### config.mk
export PLATFORM = sky130hd
export DESIGN_NAME = seq_mult_unit
export DESIGN_NICKNAME = d
export VERILOG_FILES = /design/src/rtl/seq_mult_unit.sv
export SDC_FILE = /design/constraint.sdc
export NUM_CORES = 1
export LEC_CHECK = 0
export CAP_MARGIN = 20
export CORE_MARGIN = 4
export CORE_UTILIZATION = 52
export DETAILED_ROUTE_END_ITERATION = 10
export HOLD_SLACK_MARGIN = 0.05
export PLACE_DENSITY_LB_ADDON = 0.2
export SKIP_LAST_GASP = 1
export SLEW_MARGIN = 25
export SYNTH_ARGS = -nofsm -noshare
export SYNTH_HDL_FRONTEND = slang
export SYNTH_SLANG_ARGS = --single-unit
### constraint.sdc
create_clock -name CLK -period 6.1 [get_ports CLK]
set_input_delay 1.22 -clock CLK [delete_from_list [all_inputs] [get_ports CLK]]
set_output_delay 1.22 -clock CLK [all_outputs]
set_load 0.01 [all_outputs]
### src/rtl/seq_mult_unit.sv
// Sequential 8x8 shift-and-add multiplier feeding a register-file write port.
// One multiplier bit is consumed per cycle, so latency is fixed regardless of
// operand values. The write-back outputs are registered on the WB edge, which
// places the WRITE pulse in the cycle after WB.
module seq_mult_unit #(
  parameter int unsigned DATA_W = 8
) (
  input  logic              CLK,
  input  logic              RESET,
  input  logic              START,
  input  logic [DATA_W-1:0] OP1,
  input  logic [DATA_W-1:0] OP2,
  input  logic [2:0]        DESTADDR,
  output logic [DATA_W-1:0] RESULT,
  output logic [2:0]        WRITEADDR,
  output logic              WRITE,
  output logic              BUSY,
  output logic              OVF
);

  localparam int unsigned ACC_W = 2 * DATA_W;
  localparam int unsigned CNT_W = 4;
  localparam int unsigned IDX_W = 3;

  typedef enum logic [1:0] {
    IDLE = 2'd0,
    RUN  = 2'd1,
    WB   = 2'd2
  } state_t;

  state_t            state;
  logic [CNT_W-1:0]  cnt;
  logic [ACC_W-1:0]  acc;
  logic [DATA_W-1:0] mcand;
  logic [DATA_W-1:0] mplier;
  logic [2:0]        dest;

  // Control FSM, operand latches, accumulator and registered write-back outputs
  always_ff @(posedge CLK) begin
    if (!RESET) begin
      state     <= IDLE;
      cnt       <= '0;
      acc       <= '0;
      mcand     <= '0;
      mplier    <= '0;
      dest      <= '0;
      RESULT    <= '0;
      WRITEADDR <= '0;
      OVF       <= 1'b0;
      WRITE     <= 1'b0;
    end else begin
      WRITE <= 1'b0;
      case (state)
        IDLE: begin
          if (START) begin
            mcand  <= OP1;
            mplier <= OP2;
            dest   <= DESTADDR;
            acc    <= '0;
            cnt    <= '0;
            state  <= RUN;
          end
        end
        RUN: begin
          if (mplier[cnt[IDX_W-1:0]]) begin
            acc <= acc + (ACC_W'(mcand) << cnt);
          end
          cnt <= cnt + CNT_W'(1);
          if (cnt == CNT_W'(DATA_W - 1)) begin
            state <= WB;
          end
        end
        WB: begin
          RESULT    <= acc[DATA_W-1:0];
          OVF       <= |acc[ACC_W-1:DATA_W];
          WRITEADDR <= dest;
          WRITE     <= 1'b1;
          state     <= IDLE;
        end
        default: state <= IDLE;
      endcase
    end
  end

  // Stall indication decoded from the state register only
  always_comb begin
    BUSY = (state == RUN) || (state == WB);
  end

endmodule

# Word level (Yosys, flattened, before mapping)
# Cells that the tools add are included.
word_totals:
  reg_bits: 54
  latch_bits: 0
  ram_bits: 0
  mem_bits_ro: 0
  mem_count: 0
op_classes:
  n_addsub: 2
  n_mul: 0
  div: 0
  n_lt_le_gt_ge: 1
  n_eq_ne: 6
  n_shift: 1
  n_mux: 11
  bitwise: 0
  reduce_logical: 8
op_table:
  columns: ["op", "n"]
  rows:
  - ["$mux 16", 2]
  - ["$pmux 16 s2", 1]
  - ["$add 16x16->16", 1]
  - ["$shl 8x4->16", 1]
  - ["$pmux 4 s2", 1]
  - ["$reduce_or 8->1", 1]
  - ["$ne 2x2->1 const B", 3]
  - ["$reduce_and 2->1", 3]
  - ["$add 4x1->4 const B", 1]
  - ["$eq 4x3->1 const B", 1]
  - ["$lt 3x4->1 const B", 1]
  - ["$mux 2", 2]
  - ["$mux 4", 1]
  - ["$pmux 2 s2", 1]
  - ["$bmux 1 s3", 1]
  - ["$reduce_and 3->1", 1]
  - ["$eq 2x1->1 const B", 1]
  - ["$eq 2x2->1 const B", 1]
  - ["$logic_not 2->1", 1]
  - ["$mux 1", 2]
  - ["$reduce_bool 2->1", 1]
  - ["$logic_or 1x1->1", 1]

# Depth between registers and ports, before layout
# Gate-level depths: netlist (run 1).
logic_depth:
  ltp_word: 4
  mapped_depth: 16

# Worst setup path after synthesis (run 1)
# OpenSTA, ideal clock, no wires.
synth_timing:
  kind: "reg-to-reg"
  startpoint: "register cnt[1]"
  endpoint: "register acc[11]"
  setup_ns: 0.118
  arrival_time_ns: 2.763
  required_time_ns: 5.982
  setup_slack_ns: 3.219
  stages_incl_launch_ff: 13
  synth_period_minus_slack_ns: 2.881
  path_cell_list: "dfxtp_1 buf_4 mux2i_1 mux2_2 mux2i_1 and2_1 ha_1 a21o_1 o21bai_2 o311a_1 or3_1 a32oi_1 nor2b_1"
synth_between:
  elab_chain_len: 4
  word_cells_on_any_way: 8
  cone_classes: "add/sub (1); eq/ne (1); shift (1); mux (4); reduce/logical (1)"
synth_lines:
  columns: ["element", "line_no", "source"]
  rows:
  - ["start, declared", "32", "logic [CNT_W-1:0] cnt;"]
  - ["start signal, assigned", "68", "cnt <= cnt + CNT_W'(1);"]
  - ["$shl 8x4->16 / $bmux 1 s3 (equally long branches)", "66, 65", null]
  - ["$add 16x16->16 / $mux 1 (equally long branches)", "66, 65", null]
  - ["$mux 16 / $ne 2x2->1 (equally long branches)", null, null]
  - ["$pmux 16 s2 / $reduce_and 3->1 (equally long branches)", null, null]
  - ["end signal, assigned", "66", "acc <= acc + (ACC_W'(mcand) << cnt);"]
  - ["end, declared", "33", "logic [ACC_W-1:0] acc;"]
# Parallel ways exist; a longest one is shown, timed or not. The select of a mux whose other input is x is not followed.
# A chain may end at the register's enable or synchronous reset.

# Worst setup path after layout (run 1)
layout_timing:
  startpoint: "register cnt[1]"
  endpoint: "register acc[15]"
# Same word-level chain as after synthesis.

==> results of run 1 <==
## cells by family after synthesis
logic type / synth area share, %
AO/OA/AOI/OAI: 21.9
XOR/XNOR: 3.21
adder cells (fa/ha/maj): 7.88
buffers and inverters: 4.21
flip-flops: 33.1
multiplexers: 10.7
AND/OR/NAND/NOR: 19.1
## power by group through the flow
stage | Clock (mW) | Sequential, mW | Combinational (mW)
floorplan | 0 | 0.375 | 0.0713
global placement | 0 | 0.380 | 0.0959
detailed placement | 0 | 0.380 | 0.0975
CTS | 0.205 | 0.372 | 0.0981
global route | 0.218 | 0.374 | 0.109
finish | 0.198 | 0.372 | 0.0969
## flip-flops by register name (all words and copies together), names as in the netlist
signal,flops
RESULT,8
mplier,8
mcand,8
state,2
WRITEADDR,3
dest,3
acc,16
cnt,4
OVF,1
WRITE,1
## layout make-up
class                      count  area share, %
clock buffer                   5           1.85
multi-input combinational    296           55.2
timing repair buffer          37           9.70
tap                           75           2.53
clock inverter                 2          0.370
sequential                    54           29.1
inverter                      12           1.21
## layout by cell type (no fill, tap or decap), types with 3 or more instances in the layout
cell type                         Yosys  final
sky130_fd_sc_hd__a21o_1               4      4
sky130_fd_sc_hd__o21ai_0             19     19
sky130_fd_sc_hd__nand2_1             63     63
sky130_fd_sc_hd__clkbuf_8             0      5
sky130_fd_sc_hd__xor2_1               3      3
sky130_fd_sc_hd__nor2b_1             28     28
sky130_fd_sc_hd__mux4_2               4      4
sky130_fd_sc_hd__a21boi_0            20     20
sky130_fd_sc_hd__nor3_1               6      6
sky130_fd_sc_hd__o21a_1               3      3
sky130_fd_sc_hd__dfxtp_1             54     54
sky130_fd_sc_hd__and2_1               7      7
sky130_fd_sc_hd__xnor2_1              9      9
sky130_fd_sc_hd__a21oi_1             15     15
sky130_fd_sc_hd__nor2_1              15     15
sky130_fd_sc_hd__mux2i_1             18     18
sky130_fd_sc_hd__clkdlybuf4s50_1      0     34
sky130_fd_sc_hd__o21bai_1             3      3
sky130_fd_sc_hd__inv_1               12     12
sky130_fd_sc_hd__ha_1                19     19
sky130_fd_sc_hd__mux2_2               5      5
sky130_fd_sc_hd__a22oi_1             11     11
sky130_fd_sc_hd__nand3_1              6      6
## worst min path at each step
stage,start,endpoint,slack (ps),cells past startpoint
2_1_floorplan,mplier[3],mplier[3],440,2
3_3_place_gp,mplier[1],mplier[1],460,2
3_5_place_dp,mplier[1],mplier[1],460,2
4_1_cts,mplier[1],mplier[1],480,2
5_1_grt,mplier[1],mplier[1],500,2
6_report,mplier[1],mplier[1],470,2
## per-layer routing
layer / share of wire (%) / routed length [um]
met1: 46 / 3180
met4: 2.2 / 150
met2: 48 / 3330
met3: 4.0 / 279
met5: 0 / 0
## stage by stage
stage / power, mW / hold WS, ps / setup slack [ps] / util (%) / instance area (sq um)
5_1_grt: 0.701 / 501 / 2150 / 61.6 / 3710
2_1_floorplan: 0.447 / 440 / 3220 / - / 3270
4_1_cts: 0.675 / 476 / 2470 / 61.7 / 3720
6_report: 0.667 / 469 / 2400 / 61.6 / 3710
3_3_place_gp: 0.476 / 455 / 2560 / 60.4 / 3640
3_5_place_dp: 0.478 / 462 / 2490 / 60.4 / 3640
## worst max-delay path, stage by stage, from the launching register on
cell                       delay [ps]
sky130_fd_sc_hd__dfxtp_1          880
sky130_fd_sc_hd__mux2_2           420
sky130_fd_sc_hd__nand2_1           60
sky130_fd_sc_hd__o21ai_0          140
sky130_fd_sc_hd__o21ai_0          190
sky130_fd_sc_hd__o22ai_1          130
sky130_fd_sc_hd__ha_1             380
sky130_fd_sc_hd__a21oi_1          230
sky130_fd_sc_hd__o21ai_0          190
sky130_fd_sc_hd__or2_2            330
sky130_fd_sc_hd__o21ai_1          150
sky130_fd_sc_hd__xnor2_1          200
sky130_fd_sc_hd__o21bai_1         110
sky130_fd_sc_hd__a22o_1           180
==> impl_metrics.prom, run 1 <==
# TYPE chip_impl_metric gauge
chip_impl_metric{name="pwr-share-clk",unit="%"} 29.7
chip_impl_metric{name="total_negative_setup_slack",unit="ps"} 0
chip_impl_metric{name="drive_gt1_share",unit="%"} 6.40
chip_impl_metric{name="clock-sinks",unit=""} 54
chip_impl_info{name="yosys.area.top_type",value="sky130_fd_sc_hd__dfxtp_1"} 1
chip_impl_metric{name="wire_length_after_detailed_routing",unit="mm"} 6.93
chip_impl_info{name="clock_tree_from_tritoncts",value="yes"} 1
chip_impl_metric{name="cts.reportedPaths.clkPinSlew",unit="ps"} 90
chip_impl_metric{name="clockBufferDepth",unit=""} 2
chip_impl_metric{name="placed_cells",unit=""} 474
chip_impl_info{name="result_of_the_run",value="complete, no violations"} 1
chip_impl_metric{name="cts.repair.resized",unit=""} 0
chip_impl_metric{name="worst_clock_skew",unit="ps"} 8.49
chip_impl_metric{name="initial_utilization",unit="%"} 54.3
chip_impl_metric{name="p_comb_share",unit="%"} 14.5
chip_impl_metric{name="global_route.usage.total",unit="%"} 19.6
chip_impl_metric{name="floorplan.io_pins",unit=""} 36
chip_impl_metric{name="max-vdd-ir-drop",unit="uV"} 104
chip_impl_metric{name="number_of_antenna_violations_at_the_first_check_in_global_routing",unit=""} 0
chip_impl_metric{name="vias",unit=""} 2709
chip_impl_metric{name="critPathArrivalTime",unit="ps"} 3910
chip_impl_metric{name="gp_routability_congestion",unit=""} 0.932
chip_impl_info{name="grt_setup_unrepaired",value="no"} 1
chip_impl_metric{name="htreeDepth",unit=""} 2
chip_impl_metric{name="period_minus_slack",unit="ps"} 3700
chip_impl_info{name="grt.busiest_layer",value="met2"} 1
chip_impl_metric{name="required",unit="ps"} 6310
chip_impl_metric{name="maxCapViolations",unit=""} 0
chip_impl_info{name="synth_ff_type",value="sky130_fd_sc_hd__dfxtp_1"} 1
chip_impl_info{name="critical_path.startpoint_type",value="flip-flop"} 1
chip_impl_metric{name="post_synth_num_cell_types",unit=""} 55
chip_impl_metric{name="clock.fmax",unit="GHz"} 0.271
chip_impl_metric{name="timing.final.crit_share",unit="%"} 60.6
chip_impl_metric{name="floorplan.rows",unit=""} 28
chip_impl_metric{name="power.switching",unit="mW"} 0.180
chip_impl_metric{name="crit_path_max_fanout",unit=""} 21
chip_impl_info{name="critical_path.reg2reg.startpoint",value="cnt[1]"} 1
chip_impl_metric{name="post-route-drc-count",unit=""} 0
chip_impl_metric{name="power.density_cell_area",unit="nW/um^2"} 180
chip_impl_info{name="startpoint_of_the_most_critical_setup_path",value="cnt[1]"} 1
chip_impl_metric{name="finalNetCount",unit=""} 448
chip_impl_info{name="netlist_top_cells_area",value="sky130_fd_sc_hd__dfxtp_1 (33%), sky130_fd_sc_hd__ha_1 (7.3%), sky130_fd_sc_hd__nand2_1 (7.2%), sky130_fd_sc_hd__mux2i_1 (5.5%), sky130_fd_sc_hd__nor2b_1 (5.4%)"} 1
chip_impl_metric{name="layout.cells.non_filler",unit=""} 481
chip_impl_metric{name="fill_cells",unit=""} 549
chip_impl_metric{name="layout.area.seq",unit="sq um"} 1080
chip_impl_info{name="path_class",value="flip-flop to flip-flop"} 1
chip_impl_metric{name="global_route.usage.met2",unit="%"} 32.4
chip_impl_metric{name="route.detailed.wl_per_inst",unit="um"} 14.4
chip_impl_metric{name="grt_overflow_total",unit=""} 0
chip_impl_metric{name="die-area",unit="sq um"} 7620
chip_impl_metric{name="die_height",unit="um"} 87.3
chip_impl_info{name="r2r_end",value="acc[15]"} 1
chip_impl_metric{name="syn_nets",unit=""} 424
chip_impl_info{name="endpoint",value="acc[15]"} 1
chip_impl_metric{name="post_drt_via_cell_ratio",unit=""} 5.63
chip_impl_metric{name="pin_count_of_the_biggest_net_entering_global_routing",unit=""} 35
chip_impl_info{name="end_kind",value="flip-flop"} 1
chip_impl_metric{name="slew_viol_final",unit=""} 0
chip_impl_metric{name="detailedRoute.firstPassIterationCount",unit=""} 4
chip_impl_metric{name="slew-limit-headroom",unit="%"} 43.4
chip_impl_metric{name="synth_largest_type_area_fraction",unit="%"} 33.1
chip_impl_metric{name="r2r_cells",unit=""} 13
chip_impl_metric{name="dieWidth",unit="um"} 87.3
chip_impl_metric{name="n_antenna_cell",unit=""} 0
chip_impl_metric{name="hold_buffers",unit=""} 0
chip_impl_metric{name="grt_pass1_wl",unit="mm"} 12.2
chip_impl_metric{name="rrSetupSlack",unit="ps"} 2400
chip_impl_metric{name="io_buffers",unit=""} 35
chip_impl_metric{name="p_leak",unit="nW"} 1.41
chip_impl_info{name="most_frequent_cell_after_synthesis",value="sky130_fd_sc_hd__nand2_1"} 1
chip_impl_metric{name="areaGrowthSynthToFinish",unit="%"} 13.6
chip_impl_metric{name="number_of_buffers_inserted_to_repair_setup_after_cts",unit=""} 0
chip_impl_metric{name="intPower",unit="mW"} 0.487
chip_impl_metric{name="clkLatencyLatePin",unit="ps"} 310
chip_impl_metric{name="groute.layer.met3.usage",unit="%"} 2.55
chip_impl_info{name="holdCritPathClass",value="flip-flop to flip-flop"} 1
chip_impl_metric{name="worst_slew_pin_slew",unit="ps"} 847
chip_impl_info{name="cts_root_buf",value="sky130_fd_sc_hd__clkbuf_8"} 1
chip_impl_metric{name="switching_share",unit="%"} 27.0
chip_impl_metric{name="pwr-share-seq",unit="%"} 55.8
chip_impl_metric{name="cts_made_buffers",unit=""} 5
chip_impl_metric{name="syn_area_per_cell",unit="sq um"} 8.56
chip_impl_metric{name="post_detail_place_hpwl",unit="mm"} 5.22
chip_impl_metric{name="multiInputGateArea",unit="sq um"} 2050
chip_impl_metric{name="ys_warn_count",unit=""} 0
chip_impl_metric{name="post_synth_inst_count",unit=""} 382
chip_impl_metric{name="initial_drt_markers",unit=""} 146
chip_impl_metric{name="finalHoldViolations",unit=""} 0
chip_impl_metric{name="synth_area",unit="sq um"} 3270
chip_impl_metric{name="asyncSetResetFlopFracSynth",unit="%"} 0
chip_impl_info{name="synthTopCellsByCount",value="sky130_fd_sc_hd__nand2_1 (63), sky130_fd_sc_hd__dfxtp_1 (54), sky130_fd_sc_hd__nor2b_1 (28)"} 1
chip_impl_metric{name="synth-edff-count",unit=""} 0
chip_impl_metric{name="yosysSeqAreaShare",unit="%"} 33.1
chip_impl_metric{name="final_antenna_net_count",unit=""} 0
chip_impl_metric{name="placeableCoreArea",unit="sq um"} 6030
chip_impl_metric{name="grt_pass1_vias",unit=""} 2633
chip_impl_metric{name="synth-seq-cells",unit=""} 54
chip_impl_metric{name="gr-usage-met1",unit="%"} 25.9
chip_impl_metric{name="timing.final.setup_violations",unit=""} 0
Note: power is estimated with default switching activity, not from simulation.
==> run 2: changes to the inputs <==
--- a/config.mk
+++ b/config.mk
@@ -7,7 +7,7 @@
 export LEC_CHECK = 0
 export CAP_MARGIN = 20
 export CORE_MARGIN = 4
-export CORE_UTILIZATION = 52
+export CORE_UTILIZATION = 51
 export DETAILED_ROUTE_END_ITERATION = 10
 export HOLD_SLACK_MARGIN = 0.05
 export PLACE_DENSITY_LB_ADDON = 0.2
==> constraint.sdc (replaced) <==
create_clock -name CLK -period 3.3 [get_ports CLK]
set_input_delay 0.66 -clock CLK [delete_from_list [all_inputs] [get_ports CLK]]
set_output_delay 0.66 -clock CLK [all_outputs]
set_load 0.01 [all_outputs]
==> run 2 against run 1 <==
Effect of this change: first-iteration DRC count shrank 5.5%; maximum frequency rose by 21%; critical endpoint is now acc[13]; die area rose by 1.8%; via count rose by 0.63%; total power grew 86%; sequential power is 84% higher; worst setup slack got worse by 2200 ps; highest routed layer unchanged; global-route usage is 0.25 points lower.
==> impl_metrics.prom, run 2 (synthesis gave the netlist of run 1 again) <==
# TYPE chip_impl_metric gauge
chip_impl_info{name="result_of_the_run",value="complete, no violations"} 1
chip_impl_metric{name="crit_buf_inv",unit=""} 1
chip_impl_info{name="clock_tree_from_tritoncts",value="yes"} 1
chip_impl_metric{name="clock-sinks",unit=""} 54
chip_impl_metric{name="areaGrowthSynthToFinish",unit="%"} 15.5
chip_impl_metric{name="slowest_delay",unit="ps"} 420
chip_impl_info{name="final_common_cell",value="sky130_fd_sc_hd__nand2_1"} 1
chip_impl_info{name="grt_setup_unrepaired",value="no"} 1
chip_impl_metric{name="global_route.usage.total",unit="%"} 19.4
chip_impl_info{name="path_class",value="flip-flop to flip-flop"} 1
chip_impl_metric{name="gp_routability_congestion",unit=""} 0.937
chip_impl_metric{name="post_drt_via_cell_ratio",unit=""} 5.57
chip_impl_metric{name="total_negative_setup_slack",unit="ps"} 0
chip_impl_metric{name="finalHoldViolations",unit=""} 0
chip_impl_metric{name="detailed_place.area",unit="sq um"} 3690
chip_impl_metric{name="slew_viol_final",unit=""} 0
chip_impl_info{name="whs_endpoint",value="dest[1]"} 1
chip_impl_metric{name="grt_pass1_vias",unit=""} 2597
chip_impl_metric{name="htreeDepth",unit=""} 2
chip_impl_metric{name="wire_length_after_detailed_routing",unit="mm"} 6.97
chip_impl_metric{name="grt_overflow_total",unit=""} 0
chip_impl_metric{name="number_of_buffers_inserted_to_repair_setup_after_cts",unit=""} 0
chip_impl_metric{name="gr-usage-met1",unit="%"} 24.6
chip_impl_metric{name="r2r_cells",unit=""} 15
chip_impl_metric{name="critPathArrivalTime",unit="ps"} 3260
chip_impl_metric{name="die-area",unit="sq um"} 7760
chip_impl_metric{name="floorplan.rows",unit=""} 28
chip_impl_metric{name="worst_clock_skew",unit="ps"} 7.91
chip_impl_metric{name="worst_hold_stages",unit=""} 2
chip_impl_metric{name="route.detailed.wl_per_inst",unit="um"} 14.3
chip_impl_metric{name="detailedRoute.firstPassIterationCount",unit=""} 4
chip_impl_info{name="critical_path.slowest_cell",value="sky130_fd_sc_hd__dfxtp_2"} 1
chip_impl_metric{name="cts_made_buffers",unit=""} 5
chip_impl_metric{name="worst_slew_pin_slew",unit="ps"} 814
chip_impl_info{name="worstHoldStart",value="dest[1]"} 1
chip_impl_metric{name="hold_buffers",unit=""} 0
chip_impl_metric{name="drive_gt1_share",unit="%"} 7.97
chip_impl_metric{name="pin_count_of_the_biggest_net_entering_global_routing",unit=""} 24
chip_impl_metric{name="post-route-drc-count",unit=""} 0
chip_impl_metric{name="cts.reportedPaths.clkPinSlew",unit="ps"} 100
chip_impl_info{name="cts_root_buf",value="sky130_fd_sc_hd__clkbuf_8"} 1
chip_impl_metric{name="vias",unit=""} 2726
chip_impl_metric{name="initial_drt_markers",unit=""} 138
chip_impl_metric{name="period_minus_slack",unit="ps"} 3060
chip_impl_metric{name="slew-limit-headroom",unit="%"} 45.7
chip_impl_metric{name="clkLatencyLatePin",unit="ps"} 320
chip_impl_info{name="worst_path_dominant_cell_family",value="compound AO/OA/AOI/OAI gates"} 1
chip_impl_metric{name="grt_pass1_wl",unit="mm"} 12.0
chip_impl_metric{name="layout.cell_area.non_filler",unit="sq um"} 3780
chip_impl_info{name="grt.busiest_layer",value="met2"} 1
chip_impl_metric{name="dieWidth",unit="um"} 88.1
chip_impl_info{name="path_cells",value="buf_4 > mux2_2 > nor2_1 > a21oi_1 > nand2_1 > o21ai_0 > and2_1 > ha_1 > o21ai_0 > nand2b_1 > o31a_1 > a21oi_1 > o311ai_1 > xnor2_1 > o21ai_1"} 1
chip_impl_metric{name="power.density_cell_area",unit="nW/um^2"} 329
chip_impl_info{name="max_flop_register",value="acc"} 1
chip_impl_info{name="critical_path.startpoint_type",value="flip-flop"} 1
chip_impl_metric{name="placeableCoreArea",unit="sq um"} 6060
chip_impl_metric{name="number_of_antenna_violations_at_the_first_check_in_global_routing",unit=""} 0
chip_impl_info{name="r2r_end",value="acc[13]"} 1
chip_impl_info{name="critical_path.reg2reg.startpoint",value="cnt[1]"} 1
chip_impl_metric{name="clockBufferDepth",unit=""} 2
chip_impl_metric{name="timing.final.crit_share",unit="%"} 92.7
chip_impl_info{name="holdCritPathClass",value="flip-flop to flip-flop"} 1
chip_impl_metric{name="maxCapViolations",unit=""} 0
chip_impl_metric{name="required",unit="ps"} 3500
chip_impl_metric{name="initial_utilization",unit="%"} 54.0
chip_impl_metric{name="finalNetCount",unit=""} 455
chip_impl_metric{name="io_buffers",unit=""} 35
chip_impl_metric{name="timing.final.setup_violations",unit=""} 0
chip_impl_info{name="commonest_non_fill_non_tap_cells_in_the_layout",value="sky130_fd_sc_hd__nand2_1 (63), sky130_fd_sc_hd__dfxtp_1 (53), sky130_fd_sc_hd__clkdlybuf4s50_1 (35), sky130_fd_sc_hd__nor2b_1 (28), sky130_fd_sc_hd__a21boi_0 (20)"} 1
chip_impl_metric{name="max-vdd-ir-drop",unit="uV"} 221
chip_impl_metric{name="floorplan.io_pins",unit=""} 36
chip_impl_metric{name="rrSetupSlack",unit="ps"} 240
chip_impl_metric{name="clock.fmax",unit="GHz"} 0.327
chip_impl_metric{name="n_antenna_cell",unit=""} 0
chip_impl_metric{name="post_detail_place_hpwl",unit="mm"} 5.36
chip_impl_metric{name="global_route.usage.met2",unit="%"} 32.7
chip_impl_metric{name="crit_path_max_fanout",unit=""} 8
chip_impl_metric{name="final_antenna_net_count",unit=""} 0
chip_impl_info{name="end_kind",value="flip-flop"} 1
chip_impl_metric{name="groute.layer.met3.usage",unit="%"} 4.33
chip_impl_metric{name="die_height",unit="um"} 88.1
chip_impl_metric{name="largest_register_ff_count",unit=""} 16
chip_impl_metric{name="fill_cells",unit=""} 545
chip_impl_metric{name="p_leak",unit="nW"} 1.45
==> run 2: cell count changes in the layout (fill, tap and decap cells not counted), sizes merged <==
| cell | previous run | this run |
|---|---|---|
| buf | 3 | 9 |
| inv | 13 | 12 |
| clkbuf | 5 | 6 |
| clkinv | 1 | 2 |
| clkdlybuf4s50 | 34 | 35 |
==> run 2: timing repair <==
action | CTS | global route
endpoints found under the hold margin | 0 | 0
endpoints found under the setup margin | 0 | 5
resized for setup | 0 | 2
==> run 2: cell type report <==
class	instances	area, sq um	share of cell area [%]
flip-flops and latches	54	1080	28.7
well taps	75	93.8	2.48
clock buffers	6	72.6	1.92
multi-input cells	296	2050	54.3
clock inverters	2	13.8	0.364
inverters	12	45.0	1.19
repair buffers	44	418	11.1
==> run 2: worst register-to-register path, delay by kind of cell (launching register included) <==
family | cells | cell delay [ps]
AO/OA/AOI/OAI | 7 | 1040
XOR/XNOR | 1 | 170
adder cells (fa/ha/maj) | 1 | 330
buffers and inverters | 1 | 180
flip-flops | 1 | 420
multiplexers | 1 | 350
AND/OR/NAND/NOR | 4 | 470
==> run 2: per-layer routing <==
layer	share of wire [%]	vias up	wire length, um
li1	-	1409	-
met1	48	1249	3320
met2	46	56	3230
met3	4.0	12	276
met4	2.2	0	150
met5	0	-	0
==> run 2: how the worst max path moves through the flow <==
| stage | from | end | slack, ps | cells after the start |
|---|---|---|---|---|
| 2_1_floorplan | cnt[1] | acc[11] | 420 | 12 |
| 3_3_place_gp | cnt[1] | acc[13] | 200 | 13 |
| 3_5_place_dp | cnt[1] | acc[14] | 170 | 12 |
| 4_1_cts | cnt[1] | acc[12] | 130 | 12 |
| 5_1_grt | cnt[1] | acc[12] | 2 | 12 |
| 6_report | cnt[1] | acc[13] | 240 | 15 |
==> run 2: power by group <==
part	switching (mW)	internal, mW	total, mW
clock network	0.221	0.150	0.371
registers	0.0158	0.670	0.685
logic	0.0991	0.0884	0.187
==> run 2: through the flow <==
stage	hold slack (ps)	utilization, %	total power, mW	std cells	worst slack [ps]
after floorplan	440	-	0.826	382	419
after global placement	447	60.9	0.883	481	200
after detailed placement	463	60.9	0.888	481	169
after CTS	478	62.3	1.26	489	129
after global routing	495	62.3	1.30	489	1.90
final	473	62.3	1.24	489	242
==> run 3: changes to the inputs <==
--- a/config.mk
+++ b/config.mk
@@ -7,9 +7,8 @@
 export LEC_CHECK = 0
 export CAP_MARGIN = 20
 export CORE_MARGIN = 4
-export CORE_UTILIZATION = 51
+export CORE_UTILIZATION = 50
 export DETAILED_ROUTE_END_ITERATION = 10
-export HOLD_SLACK_MARGIN = 0.05
 export PLACE_DENSITY_LB_ADDON = 0.2
 export SKIP_LAST_GASP = 1
 export SLEW_MARGIN = 25
==> run 3 against run 2 <==
Effect of this change: largest cell class unchanged; via count rose by 1.1%; combinational power shrank 3%; worst setup slack got worse by 5.4 ps; critical endpoint is now acc[11]; global-route usage decreased by 0.69 points; final cell count fell by 0.20%; sequential cell count unchanged; non-clock buffer count is 3 lower.
==> impl_metrics.prom, run 3 (synthesis gave the netlist of run 1 again) <==
# TYPE chip_impl_metric gauge
chip_impl_info{name="critical_path.slowest_cell",value="sky130_fd_sc_hd__dfxtp_2"} 1
chip_impl_metric{name="cts_made_buffers",unit=""} 5
chip_impl_info{name="cts_root_buf",value="sky130_fd_sc_hd__clkbuf_8"} 1
chip_impl_info{name="clock_tree_from_tritoncts",value="yes"} 1
chip_impl_metric{name="hold_buffers",unit=""} 0
chip_impl_metric{name="layout.cells.non_filler",unit=""} 488
chip_impl_metric{name="number_of_antenna_violations_at_the_first_check_in_global_routing",unit=""} 0
chip_impl_metric{name="design_power_total",unit="mW"} 1.32
chip_impl_metric{name="htreeDepth",unit=""} 2
chip_impl_metric{name="number_of_buffers_inserted_to_repair_setup_after_cts",unit=""} 0
chip_impl_metric{name="clkLatencyLatePin",unit="ps"} 310
chip_impl_metric{name="gp_routability_congestion",unit=""} 0.925
chip_impl_metric{name="p_leak",unit="nW"} 1.44
chip_impl_metric{name="wire_length_after_detailed_routing",unit="mm"} 6.93
chip_impl_metric{name="route.detailed.wl_per_inst",unit="um"} 14.2
chip_impl_metric{name="fin_util",unit="%"} 59.6
chip_impl_metric{name="worst_clock_skew",unit="ps"} 12.6
chip_impl_metric{name="floorplan.rows",unit=""} 29
chip_impl_metric{name="initial_drt_markers",unit=""} 150
chip_impl_metric{name="placed_cells",unit=""} 480
chip_impl_metric{name="global_route.usage.total",unit="%"} 18.7
chip_impl_metric{name="layout.cell_area.non_filler",unit="sq um"} 3780
chip_impl_metric{name="worst_hold_slack",unit="ps"} 467
chip_impl_metric{name="initial_utilization",unit="%"} 51.5
chip_impl_metric{name="critPathArrivalTime",unit="ps"} 3280
chip_impl_metric{name="crit_path_max_fanout",unit=""} 9
chip_impl_info{name="cpMostUsedCell",value="sky130_fd_sc_hd__mux2i_1"} 1
chip_impl_info{name="max_flop_register",value="acc"} 1
chip_impl_info{name="path_class",value="flip-flop to flip-flop"} 1
chip_impl_info{name="commonest_non_fill_non_tap_cells_in_the_layout",value="sky130_fd_sc_hd__nand2_1 (63), sky130_fd_sc_hd__dfxtp_1 (52), sky130_fd_sc_hd__clkdlybuf4s50_1 (35), sky130_fd_sc_hd__nor2b_1 (28), sky130_fd_sc_hd__a21boi_0 (20)"} 1
chip_impl_metric{name="grt_overflow_total",unit=""} 0
chip_impl_metric{name="largest_register_ff_count",unit=""} 16
chip_impl_metric{name="die-area",unit="sq um"} 7900
chip_impl_metric{name="areaGrowthSynthToFinish",unit="%"} 15.6
chip_impl_metric{name="slew-limit-headroom",unit="%"} 47.4
chip_impl_metric{name="pin_count_of_the_biggest_net_entering_global_routing",unit=""} 24
chip_impl_metric{name="post_drt_via_cell_ratio",unit=""} 5.65
chip_impl_info{name="result_of_the_run",value="complete, no violations"} 1
chip_impl_metric{name="clockBufferDepth",unit=""} 2
chip_impl_metric{name="post-route-drc-count",unit=""} 0
chip_impl_info{name="whs_endpoint",value="mplier[4]"} 1
chip_impl_metric{name="detailedRoute.firstPassIterationCount",unit=""} 4
chip_impl_metric{name="placeableCoreArea",unit="sq um"} 6350
chip_impl_metric{name="total_negative_setup_slack",unit="ps"} 0
chip_impl_metric{name="n_antenna_cell",unit=""} 0
chip_impl_metric{name="drive_gt1_share",unit="%"} 7.54
chip_impl_info{name="path_cells",value="mux2i_1 > mux2_2 > mux2i_1 > and2_1 > ha_1 > a21o_1 > o21bai_2 > o311a_1 > or3_1 > a32oi_1 > nor2b_1"} 1
chip_impl_metric{name="required",unit="ps"} 3520
chip_impl_metric{name="floorplan.io_pins",unit=""} 36
chip_impl_metric{name="grt_pass1_vias",unit=""} 2630
chip_impl_info{name="startpoint_of_the_most_critical_setup_path",value="cnt[1]"} 1
chip_impl_info{name="final_common_cell",value="sky130_fd_sc_hd__nand2_1"} 1
chip_impl_metric{name="max-vdd-ir-drop",unit="uV"} 207
chip_impl_metric{name="vias",unit=""} 2757
chip_impl_metric{name="pre_cts_slack",unit="ps"} 101
chip_impl_metric{name="maxCapViolations",unit=""} 0
chip_impl_metric{name="crit_buf_inv",unit=""} 0
chip_impl_metric{name="period_minus_slack",unit="ps"} 3060
chip_impl_metric{name="finalNetCount",unit=""} 452
chip_impl_info{name="holdCritPathClass",value="flip-flop to flip-flop"} 1
chip_impl_metric{name="cts.repair.resized",unit=""} 0
chip_impl_metric{name="clock.fmax",unit="GHz"} 0.326
chip_impl_info{name="end_kind",value="flip-flop"} 1
chip_impl_metric{name="grt_pass1_wl",unit="mm"} 11.9
chip_impl_info{name="critical_path.startpoint_type",value="flip-flop"} 1
chip_impl_info{name="worst_path_dominant_cell_family",value="compound AO/OA/AOI/OAI gates"} 1
chip_impl_info{name="r2r_end",value="acc[11]"} 1
chip_impl_metric{name="detailed_place.area",unit="sq um"} 3670
chip_impl_metric{name="clock-sinks",unit=""} 54
chip_impl_metric{name="cts.reportedPaths.clkPinSlew",unit="ps"} 100
chip_impl_metric{name="io_buffers",unit=""} 35
chip_impl_info{name="worstHoldStart",value="mplier[4]"} 1
chip_impl_metric{name="power.density_cell_area",unit="nW/um^2"} 349
chip_impl_metric{name="post_detail_place_hpwl",unit="mm"} 5.21
chip_impl_metric{name="worst_hold_stages",unit=""} 2
chip_impl_metric{name="rrSetupSlack",unit="ps"} 240
chip_impl_metric{name="worst_slew_pin_slew",unit="ps"} 790
chip_impl_metric{name="layout_setup_ws",unit="ps"} 237
chip_impl_info{name="grt_setup_unrepaired",value="no"} 1
chip_impl_metric{name="r2r_cells",unit=""} 11
chip_impl_metric{name="slew_viol_final",unit=""} 0
chip_impl_info{name="critical_path.reg2reg.startpoint",value="cnt[1]"} 1
chip_impl_metric{name="final_antenna_net_count",unit=""} 0
chip_impl_metric{name="timing.final.crit_share",unit="%"} 92.8
chip_impl_metric{name="slowest_delay",unit="ps"} 480
chip_impl_metric{name="timing.final.setup_violations",unit=""} 0
chip_impl_metric{name="die_height",unit="um"} 88.9
chip_impl_metric{name="dieWidth",unit="um"} 88.9
chip_impl_metric{name="fill_cells",unit=""} 582
chip_impl_metric{name="finalHoldViolations",unit=""} 0
run 3: cell types whose count changed in the layout (fill, tap and decap cells not counted):
cell | before | now
sky130_fd_sc_hd__dfxtp_2 | 1 | 2
sky130_fd_sc_hd__clkinv_4 | 1 | 0
sky130_fd_sc_hd__o21ai_0 | 18 | 19
sky130_fd_sc_hd__clkinv_2 | 1 | 0
sky130_fd_sc_hd__buf_4 | 9 | 6
sky130_fd_sc_hd__dfxtp_1 | 53 | 52
sky130_fd_sc_hd__o21ai_1 | 3 | 2
sky130_fd_sc_hd__bufinv_16 | 0 | 1
sky130_fd_sc_hd__clkinvlp_4 | 0 | 1
run 3: cell type report:
class | count | area [sq um] | area share [%]
multi-input combinational | 296 | 2050 | 54.3
sequential | 54 | 1080 | 28.6
timing repair buffer | 41 | 395 | 10.5
tap | 77 | 96.3 | 2.55
clock buffer | 6 | 72.6 | 1.92
inverter | 12 | 45.0 | 1.19
clock inverter | 2 | 37.5 | 0.992
run 3: worst max path at each step:
| stage | endpoint | slack, ps | depth (start not counted) |
|---|---|---|---|
| global route | acc[15] | 3 | 13 |
| floorplan | acc[11] | 420 | 12 |
| global placement | acc[11] | 110 | 10 |
| CTS | acc[11] | 90 | 10 |
| finish | acc[11] | 240 | 11 |
| detailed placement | acc[11] | 100 | 10 |
run 3: report_power, final:
| part | internal [mW] | switching (mW) |
|---|---|---|
| combinational | 0.0857 | 0.0952 |
| clock | 0.227 | 0.224 |
| sequential | 0.670 | 0.0177 |
run 3: worst reg2reg max path, stage by stage, from the launching register on:
cell and delay, ps:
sky130_fd_sc_hd__dfxtp_2 480, sky130_fd_sc_hd__mux2i_1 280, sky130_fd_sc_hd__mux2_2 220, sky130_fd_sc_hd__mux2i_1 90
sky130_fd_sc_hd__and2_1 190, sky130_fd_sc_hd__ha_1 330, sky130_fd_sc_hd__a21o_1 190, sky130_fd_sc_hd__o21bai_2 210
sky130_fd_sc_hd__o311a_1 390, sky130_fd_sc_hd__or3_1 350, sky130_fd_sc_hd__a32oi_1 190, sky130_fd_sc_hd__nor2b_1 60
run 3: routing by layer:
layer	routed length, um	GRT usage (%)
met5	0	0
met1	3240	24.5
met4	68	4.26
met2	3330	32.3
met3	281	2.79
